===== config.mk =====
export PLATFORM = sky130hd
export DESIGN_NAME = mips_fetch_stage
export DESIGN_NICKNAME = d
export VERILOG_FILES = /design/src/rtl/mips_fetch_stage.sv
export SDC_FILE = /design/constraint.sdc
export NUM_CORES = 1
export LEC_CHECK = 0
export ABC_AREA = 1
export CORE_ASPECT_RATIO = 1.5
export CORE_MARGIN = 2
export CORE_UTILIZATION = 43
export CTS_CLUSTER_DIAMETER = 80
export CTS_CLUSTER_SIZE = 25
export DETAILED_ROUTE_END_ITERATION = 8
export PLACE_DENSITY = 0.86
export SYNTH_ARGS = -nofsm -noshare
export SYNTH_HDL_FRONTEND = slang
export SYNTH_SLANG_ARGS = --single-unit

===== constraint.sdc =====
create_clock -name clock -period 1.8 [get_ports clock]
set_clock_uncertainty 0.1 [all_clocks]
set_input_delay 0.45 -clock clock [delete_from_list [all_inputs] [get_ports clock]]
set_output_delay 0.45 -clock clock [all_outputs]
set_load 0.005 [all_outputs]

===== src/rtl/mips_fetch_stage.sv =====
// MIPS instruction-fetch stage: PC register, single-outstanding instruction
// memory handshake, skid buffer and IF/ID pipeline register.
// Optional build macro FETCH_PERF_CNT_EN adds saturating stall/flush counters;
// without it perf_stall_cycles and perf_flushes are tied to zero.
//
// state | meaning
// ------+-------------------------------------------------------------
// IDLE  | first cycle after reset, no request yet
// REQ   | request for pc presented (held off while pc_write=0)
// WAIT  | request accepted, waiting for imem_valid
// HOLD  | response parked in skid buffer until both stalls release
module mips_fetch_stage #(
    parameter logic [31:0] RESET_PC = 32'h0000_0000,
    parameter logic [31:0] NOP_WORD = 32'h0000_0000
) (
    input  logic        clock,
    input  logic        reset_n,
    input  logic        ctrl_hazard_pc_write,
    input  logic        ctrl_hazard_if_id_write,
    input  logic        ctrl_redirect,
    input  logic [31:0] redirect_target,
    output logic        imem_req,
    output logic [31:0] imem_addr,
    input  logic        imem_ready,
    input  logic        imem_valid,
    input  logic [31:0] imem_rdata,
    output logic [31:0] pc,
    output logic [31:0] if_id_pc4,
    output logic [31:0] if_id_instr,
    output logic        if_id_valid,
    output logic [31:0] perf_stall_cycles,
    output logic [31:0] perf_flushes
);

    typedef enum logic [1:0] {
        ST_IDLE = 2'd0,
        ST_REQ  = 2'd1,
        ST_WAIT = 2'd2,
        ST_HOLD = 2'd3
    } state_t;

    state_t      state_q, state_d;
    logic [31:0] pc_q, pc_d;
    logic [31:0] if_id_instr_q, if_id_instr_d;
    logic [31:0] if_id_pc4_q, if_id_pc4_d;
    logic        if_id_valid_q, if_id_valid_d;
    // Skid buffer contents are only meaningful in HOLD, so HOLD doubles as
    // the buffer-occupied flag.
    logic [31:0] skid_instr_q, skid_instr_d;
    logic [31:0] skid_pc4_q, skid_pc4_d;
    logic        discard_q, discard_d;

    logic [31:0] pc_plus4;
    logic        stall_free;
    logic        req_fire;

    assign pc_plus4   = pc_q + 32'd4;
    assign stall_free = ctrl_hazard_pc_write && ctrl_hazard_if_id_write;
    assign req_fire   = imem_req && imem_ready;

    assign imem_req    = (state_q == ST_REQ) && ctrl_hazard_pc_write;
    assign imem_addr   = pc_q;
    assign pc          = pc_q;
    assign if_id_pc4   = if_id_pc4_q;
    assign if_id_instr = if_id_instr_q;
    assign if_id_valid = if_id_valid_q;

    // Next-state, PC, IF/ID and skid buffer update; redirect overrides last.
    always_comb begin
        state_d       = state_q;
        pc_d          = pc_q;
        if_id_instr_d = if_id_instr_q;
        if_id_pc4_d   = if_id_pc4_q;
        if_id_valid_d = if_id_valid_q;
        skid_instr_d  = skid_instr_q;
        skid_pc4_d    = skid_pc4_q;
        discard_d     = discard_q;

        case (state_q)
            ST_IDLE: state_d = ST_REQ;
            ST_REQ: begin
                if (req_fire) state_d = ST_WAIT;
            end
            ST_WAIT: begin
                if (imem_valid) begin
                    if (discard_q) begin
                        discard_d = 1'b0;
                        state_d   = ST_REQ;
                    end else if (stall_free) begin
                        if_id_instr_d = imem_rdata;
                        if_id_pc4_d   = pc_plus4;
                        if_id_valid_d = 1'b1;
                        pc_d          = pc_plus4;
                        state_d       = ST_REQ;
                    end else begin
                        skid_instr_d = imem_rdata;
                        skid_pc4_d   = pc_plus4;
                        state_d      = ST_HOLD;
                    end
                end
            end
            ST_HOLD: begin
                if (stall_free) begin
                    if_id_instr_d = skid_instr_q;
                    if_id_pc4_d   = skid_pc4_q;
                    if_id_valid_d = 1'b1;
                    pc_d          = pc_plus4;
                    state_d       = ST_REQ;
                end
            end
            default: state_d = ST_IDLE;
        endcase

        if (ctrl_redirect) begin
            pc_d          = redirect_target & 32'hFFFF_FFFC;
            if_id_instr_d = NOP_WORD;
            if_id_valid_d = 1'b0;
            case (state_q)
                ST_WAIT: begin
                    // A response arriving this very cycle retires the only
                    // outstanding request, so nothing is left to discard.
                    if (imem_valid) begin
                        discard_d = 1'b0;
                        state_d   = ST_REQ;
                    end else begin
                        discard_d = 1'b1;
                        state_d   = ST_WAIT;
                    end
                end
                ST_REQ: begin
                    if (req_fire) begin
                        discard_d = 1'b1;
                        state_d   = ST_WAIT;
                    end else begin
                        state_d = ST_REQ;
                    end
                end
                default: state_d = ST_REQ;
            endcase
        end
    end

    // Fetch state, PC and pipeline register flops.
    always_ff @(posedge clock or negedge reset_n) begin
        if (!reset_n) begin
            state_q       <= ST_IDLE;
            pc_q          <= RESET_PC;
            if_id_instr_q <= NOP_WORD;
            if_id_pc4_q   <= 32'd0;
            if_id_valid_q <= 1'b0;
            skid_instr_q  <= 32'd0;
            skid_pc4_q    <= 32'd0;
            discard_q     <= 1'b0;
        end else begin
            state_q       <= state_d;
            pc_q          <= pc_d;
            if_id_instr_q <= if_id_instr_d;
            if_id_pc4_q   <= if_id_pc4_d;
            if_id_valid_q <= if_id_valid_d;
            skid_instr_q  <= skid_instr_d;
            skid_pc4_q    <= skid_pc4_d;
            discard_q     <= discard_d;
        end
    end

`ifdef FETCH_PERF_CNT_EN
    logic [31:0] perf_stall_q, perf_stall_d;
    logic [31:0] perf_flush_q, perf_flush_d;

    // Saturating event counters.
    always_comb begin
        perf_stall_d = perf_stall_q;
        perf_flush_d = perf_flush_q;
        if ((!ctrl_hazard_pc_write || !ctrl_hazard_if_id_write) && (perf_stall_q != 32'hFFFF_FFFF))
            perf_stall_d = perf_stall_q + 32'd1;
        if (ctrl_redirect && (perf_flush_q != 32'hFFFF_FFFF))
            perf_flush_d = perf_flush_q + 32'd1;
    end

    // Counter flops.
    always_ff @(posedge clock or negedge reset_n) begin
        if (!reset_n) begin
            perf_stall_q <= 32'd0;
            perf_flush_q <= 32'd0;
        end else begin
            perf_stall_q <= perf_stall_d;
            perf_flush_q <= perf_flush_d;
        end
    end

    assign perf_stall_cycles = perf_stall_q;
    assign perf_flushes      = perf_flush_q;
`else
    assign perf_stall_cycles = 32'd0;
    assign perf_flushes      = 32'd0;
`endif

endmodule


==> results.md, run 1 <==
- CP startpoint kind: flop
- Rows: 63
- RSZ-0062 raised after global routing: true
- Root Driver: clkbuf_16
- Dominant synthesized flop cell: dfrtp_1
- Clock latency on the worst-skew pair: around 0.44 ns
- Clk sink count: 158
- Most common cell after layout, fill and taps aside: nand2_1
- CP max-delay cell: dfrtp_1
- Crit-path leading delay family: buffers and inverters
- Die Area: 21100 um2
- CP required: 2.08 ns
- Largest net degree at the start of global routing: 66
- Yosys warnings: 0
- CP Class: reg -> reg
- Synth Instances: 1113
- Synth area leader: dfrtp_1
- HPWL after DPL: 17300 um
- DR DRC count: 0
- R2r worst-path depth: 13
- GPL Wtd Cong: about 0.91
- Initial core utilization: 0.436
- Min Tclk post-route: about 2.2 ns
- Final #Nets: about 1500
- Vias/cell: around 5.8
- Drt wl/cell: 23.5 um
- Final Hold Viols: 0
- Total gr overflow: 0
- Lkg Pwr: roughly 7.1 nW
- Overall power: 17.8 mW
- Critical path buffers and inverters: 6
- Failing checks: negative setup slack
- IO Port Bufs: between 150 and 200
- Worst hold path class: in -> async
- Mapped Area: between 8000 and 9000 um2
- Average size of a mapped cell: around 7.7 um2
- First-pass GRT wire length: ~52000 um
- VDD IR max: roughly 0.00084 V
- TritonRoute pass-1 iters: 6
- Initial antenna violation count: 0
- Ant. Diodes: 0
- Worst-path clk slew: 0.07 ns
- GRT Overall Usage: 0.317
- Asr flop ratio synth: 1.00
- Final worst path period share: 1.23
- Number of synthesized flops with an enable pin: 0
- RR Endpoint: if_id_pc4[22]$_DFFE_PN0P_
- Setup TNS: -27.53 ns
- Die Y-Extent: 177 um
- Worst r2r src: state_q[0]$_DFFE_PN0P_
- Final Setup Violations: 159
- IO Count: 265
- Placed Cells: 1545
- Vias in the first global route: a little under 10000
- Count of different cell masters after synthesis: 30
- Proportion of layout cells with a drive suffix above 1: 0.390
- Synth Register Bits: 158
- Area post-placement: approximately 11000 um2
- CP Depth: 13
- Crit path largest cell delay: roughly 0.40 ns
- Status: finished with violations
- Layout area overhead: 70.3%
- Worst path arrival time: approximately 2.5 ns
- CORE AREA: about 20000 um2
- Max-cap violations: 0
- Longest Clk Path Bufs: 2
- CTS tree: done
- Synth area leaders: dfrtp_1, nand2_1, buf_4
- Vias: between 10000 and 15000
- Critical path endpoint category: flop
- Crit-path most repeated cell: buf_12
- Final instance area: 14600 um2
- Synth top area share: 0.461
- Initial DRC Count: ~1200
- Fillers: between 1000 and 1500
- PwrDens: 1220 nW/um2
- CP cell instances: buf_6 > inv_4 > ha_4 > nand2_4 > o22ai_4 > nand2_4 > buf_12 > buf_8 > buf_12 > buf_12 > a21oi_4 > nand2_1 > nand2_1
- WL final: slightly above 40000 um
- PnR worst setup slack: -0.414 ns
- Max H-tree Level: 4
- F_max: about 0.45 GHz
- Slew Limit Fails: 0
- DRT antenna net count: 0
- Crit-path max FO: 8
- Num CTS Buffers: 17
- Most frequent cells in the layout: nand2_1, dfrtp_1, dlygate4sd2_1, buf_4, nand2_2
- Non-filler cells, final: roughly 1700
- Sequential fraction of the synthesis area: 0.461
- Reg-to-reg setup timing slack: -0.41 ns
- Die extent in x: roughly 120 um
==> what timing repair did <==
item,in CTS,in global routing
pin swaps,57,84
endpoints found under the hold margin,24,0
setup endpoints to repair,251,183
hold buffers,1,0
cloned,30,6
resized for setup,350,362
buffers inserted,86,38
==> stage by stage <==
step	hold slack [ns]	util	setup slack [ns]
after detailed placement	0.273	0.545	-0.352
final	0.365	0.742	-0.414
after global placement	0.273	0.545	-0.362
after global routing	0.388	0.742	-0.443
after CTS	0.377	0.678	-0.202
after floorplan	0.0544	-	0.0872
==> report_power, final <==
part	total, mW	leakage [nW]	internal (mW)	switching [mW]
Combinational	8.20	4.92	3.79	4.40
Clock	3.79	0.280	2.10	1.69
Sequential	5.82	1.91	4.87	0.955
==> routing by layer <==
metal  global-route usage  up-vias  wire length (um)
li1                     -     4053                 -
met1                0.318     4700             12000
met2                0.575      886             20300
met3               0.0796      363              4180
met4                0.215        0              3880
met5                    0        -                 0
==> logic make-up (layout without fill, tap and decap cells) <==
group | count (synthesis) | in the layout | share of synthesized area
xor+xnor | 7 | 7 | 0.00714
simple gates | 518 | 519 | 0.243
other cells | 1 | 70 | 0.000437
flops | 158 | 158 | 0.461
compound gates | 208 | 208 | 0.137
fa+ha+maj | 5 | 5 | 0.00729
buf+inv | 216 | 488 | 0.145
==> layout make-up <==
| class | count | area, um2 | area share |
|---|---|---|---|
| Multi-Input combinational cell | 809 | 5070 | 0.347 |
| Timing Repair Buffer | 392 | 4380 | 0.300 |
| Sequential cell | 158 | 3980 | 0.272 |
| Clock buffer | 18 | 439 | 0.0300 |
| Tap cell | 260 | 325 | 0.0222 |
| Inverter | 64 | 278 | 0.0190 |
| Clock inverter | 14 | 156 | 0.0107 |
==> registers in the layout, indices dropped and copies added (netlist names) <==
| register | flops |
|---|---|
| if_id_pc4 | 30 |
| if_id_valid | 1 |
| discard_q | 1 |
| state_q | 2 |
| imem_addr | 30 |
| skid_pc4_q | 30 |
| skid_instr_q | 32 |
| if_id_instr | 32 |
==> cells in the mapped netlist, drive strengths merged, types with 2 or more instances <==
cell and instances:
o21a 30, nand3 42, ha 5, o211ai 14, a31oi 11, dfrtp 158, inv 63, nand2 358
nor2 115, buf 132, xor2 5, o21ai 97, xnor2 2, clkbuf 20, nand3b 2, a21oi 53
==> how the worst max path moves through the flow <==
stage | endpoint | slack, ns | startpoint
floorplan | imem_addr[8]$_DFFE_PN0P_ | 0.09 | state_q[0]$_DFFE_PN0P_
global placement | imem_req | -0.36 | ctrl_hazard_pc_write
detailed placement | imem_req | -0.35 | ctrl_hazard_pc_write
CTS | imem_req | -0.20 | state_q[1]$_DFFE_PN0P_
global route | if_id_pc4[22]$_DFFE_PN0P_ | -0.44 | state_q[0]$_DFFE_PN0P_
finish | if_id_pc4[22]$_DFFE_PN0P_ | -0.41 | state_q[0]$_DFFE_PN0P_
No activity file was read; power rests on OpenSTA's default activity.
==> run 2, diff against run 1 <==
--- a/config.mk
+++ b/config.mk
@@ -7,12 +7,12 @@
 export LEC_CHECK = 0
 export ABC_AREA = 1
 export CORE_ASPECT_RATIO = 1.5
-export CORE_MARGIN = 2
-export CORE_UTILIZATION = 43
+export CORE_MARGIN = 3
+export CORE_UTILIZATION = 48
 export CTS_CLUSTER_DIAMETER = 80
 export CTS_CLUSTER_SIZE = 25
 export DETAILED_ROUTE_END_ITERATION = 8
-export PLACE_DENSITY = 0.86
+export PLACE_DENSITY = 0.91
 export SYNTH_ARGS = -nofsm -noshare
 export SYNTH_HDL_FRONTEND = slang
 export SYNTH_SLANG_ARGS = --single-unit
==> constraint.sdc (replaced) <==
create_clock -name clock -period 2.3 [get_ports clock]
set_clock_uncertainty 0.1 [all_clocks]
set_input_delay 0.46 -clock clock [delete_from_list [all_inputs] [get_ports clock]]
set_output_delay 0.46 -clock clock [all_outputs]
set_load 0.005 [all_outputs]
==> run 2 against run 1 <==
Effect of this change:
- the flow now finishes without violations
- final area decreased by 25%
- non-clock buffer count decreased by 177
- first-iteration DRC count decreased by 44%
- die area decreased by 7.5%
- critical path depth decreased by 4
- critical endpoint is now imem_addr[5]$_DFFE_PN0P_
- largest cell class is now flip-flops and latches
==> results.md, run 2 (synthesis gave the netlist of run 1 again) <==
- PwrDens: 1020 nW/um2 (-16%)
- Grt met1 use: 0.284 (-0.0342)
- Initial antenna violation count: 0 (unchanged)
- DRT antenna net count: 0 (unchanged)
- Initial core utilization: 0.493 (+0.0571)
- Reg-to-reg setup timing slack: 0.20 ns (+0.62 ns)
- RR Endpoint: imem_addr[5]$_DFFE_PN0P_
- VDD IR max: 0.000543 V (-35%)
- F_max: 0.477 GHz (+5.5%)
- Internal power: 7.24 mW (-33%)
- CP Class: reg -> reg
- Sw Ratio: 0.350 (-0.0456)
- Root Driver: clkbuf_16
- Die Area: 19600 um2 (-7.5%)
- Worst path arrival time: 2.32 ns (-0.17 ns)
- Drt wl/cell: 16.5 um (-30%)
- GR Layer Usage met2: 0.442 (-0.133)
- M3 GR Usage: 0.0628 (-0.0168)
- Num CTS Buffers: 17 (unchanged)
- CP startpoint kind: flop
- IO Count: 265 (unchanged)
- Rows: 59 (-6.3%)
- CORE AREA: 17400 um2 (-12%)
- Flop pwr share: 0.401 (+0.074)
- TritonRoute pass-1 iters: 6 (unchanged)
- Worst-path clk slew: 0.07 ns (about the same)
- Longest Clk Path Bufs: 2 (unchanged)
- RSZ-0062 raised after global routing: false
- Crit path largest cell delay: 0.44 ns (+0.04 ns)
- CTS tree: done
- GPL Wtd Cong: 0.924 (+1.9%)
- Vias in the first global route: 7925 (-18%)
- Total gr overflow: 0 (unchanged)
- Worst setup path endpoint: imem_addr[5]$_DFFE_PN0P_
- Min Tclk post-route: 2.10 ns (-0.116 ns)
- Layer with the highest usage: met2
- CP cell instances: inv_1 > ha_1 > nand2_1 > o22ai_1 > nand2_2 > nor2_2 > buf_12 > inv_1 > o21ai_0
- Largest net degree at the start of global routing: 66 (unchanged)
- P_sw: 3.90 mW (-45%)
- Vias: 7933 (-21%)
- Slew headroom: 0.503
- Final Hold Viols: 0 (unchanged)
- Comb power frac: 0.352 (-0.108)
- First-pass GRT wire length: 38800 um (-25%)
- Status: complete, no violations
- GRT Overall Usage: 0.249 (-0.0680)
- Worst hold path class: reg -> reg
- CP required: 2.52 ns (+0.44 ns)
- IO Port Bufs: 192 (unchanged)
- HPWL after DPL: 16900 um (-2.4%)
- Crit-path max FO: 26 (+18)
- Final Setup Violations: 0 (-100%)
- Register area: 3950 um2 (-0.57%)
- Proportion of layout cells with a drive suffix above 1: 0.0564 (-0.333)
- Max H-tree Level: 4 (unchanged)
- Slew Limit Fails: 0 (unchanged)
- Ant. Diodes: 0 (unchanged)
- Clock Power Share: 0.247 (+0.034)
- DR DRC count: 0 (unchanged)
- WL final: 24600 um (-39%)
- CP max-delay cell: dfrtp_1
- Most frequent cells in the layout: nand2_1, clkdlybuf4s50_1, dfrtp_1, nor2_1, o21ai_0
- Final worst path period share: 0.912 (-0.318)
- R2r worst-path depth: 9 (-4)
- Vias/cell: 5.32 (-8.7%)
- Setup TNS: 0 ns (+27.53 ns)
- Placed Cells: 1456 (-5.8%)
- Non-filler cells, final: 1490 (-13%)
- Critical path endpoint category: flop
- Most common cell after layout, fill and taps aside: nand2_1
- Fillers: 1480 (+24%)
- Worst r2r src: state_q[0]$_DFFE_PN0P_
- Die Y-Extent: 170 um (-4.1%)
- Final #Nets: 1340 (-12%)
- Max-cap violations: 0 (unchanged)
- Slew @ Worst Pin: between 0.7 and 0.8 ns
- Clock latency on the worst-skew pair: 0.42 ns (-0.02 ns)
- Area of the multi-input gates: 3660 um2 (-28%)
- Crit-path most repeated cell: inv_1
- Die extent in x: 115 um (-3.5%)
- Lkg Pwr: 5.13 nW (-28%)
- Final core occ: 0.626 (-0.116)
- Initial DRC Count: 697 (-44%)
- Hold Path Origin: skid_instr_q[0]$_DFFE_PN0P_
- CP startpoint: state_q[0]$_DFFE_PN0P_
- Clk sink count: 158 (unchanged)
- Layout area overhead: 27.0%
-- run 2: layout make-up --
class | instances | area share
sequential | 158 | 0.362
multi-input combinational | 808 | 0.335
timing repair buffer | 215 | 0.204
clock buffer | 19 | 0.0397
tap | 213 | 0.0244
inverter | 64 | 0.0220
clock inverter | 13 | 0.0123
-- run 2: per-stage QoR --
stage          total power, mW  cell area [um2]  hold slack, ns  setup slack, ns
2_1_floorplan             6.48             8840          0.0644            0.587
3_3_place_gp              8.20            10300           0.296            0.115
3_5_place_dp              8.38            10300           0.293           0.0752
4_1_cts                   11.2            10900           0.375            0.185
5_1_grt                   11.9            10900           0.395           0.0343
6_report                  11.1            10900           0.375            0.202
-- run 2: worst min path at each step --
stage / endpoint / slack (ns) / depth (start not counted)
after global placement: if_id_instr[10]$_DFFE_PN0P_ / 0.30 / 1
after global routing: skid_instr_q[2]$_DFFE_PN0P_ / 0.39 / 2
after detailed placement: if_id_instr[9]$_DFFE_PN0P_ / 0.29 / 1
after CTS: skid_pc4_q[4]$_DFFE_PN0P_ / 0.37 / 2
final: skid_instr_q[0]$_DFFE_PN0P_ / 0.38 / 2
after floorplan: discard_q$_DFF_PN0_ / 0.06 / 0
-- run 2: worst max-delay path, delay by kind of cell, from the launching register on --
family	cells	cell delay, ns
buffers and inverters	3	0.39
and+or+nand+nor	3	0.50
adders and majority gates	1	0.23
DFF	1	0.44
AOI/OAI and AO/OA	2	0.34
-- run 2: power by group through the flow --
| stage | clock, mW | combinational, mW | sequential, mW |
|---|---|---|---|
| CTS | 2.78 | 3.94 | 4.45 |
| detailed placement | 0 | 3.90 | 4.49 |
| finish | 2.76 | 3.92 | 4.46 |
| global route | 2.91 | 4.37 | 4.58 |
| floorplan | 0 | 2.11 | 4.37 |
| global placement | 0 | 3.76 | 4.44 |
-- run 2: metal layers --
metal  share of wire  up-vias
met5               0        -
met4           0.029        0
met3           0.090       65
met2            0.52      439
met1            0.36     3743
li1                -     3686
-- run 2: timing repair --
action,in CTS,in global routing
buffers inserted,1,0
setup endpoints to repair,1,0
resized for setup,2,0
endpoints found under the hold margin,38,0
hold buffers,1,0
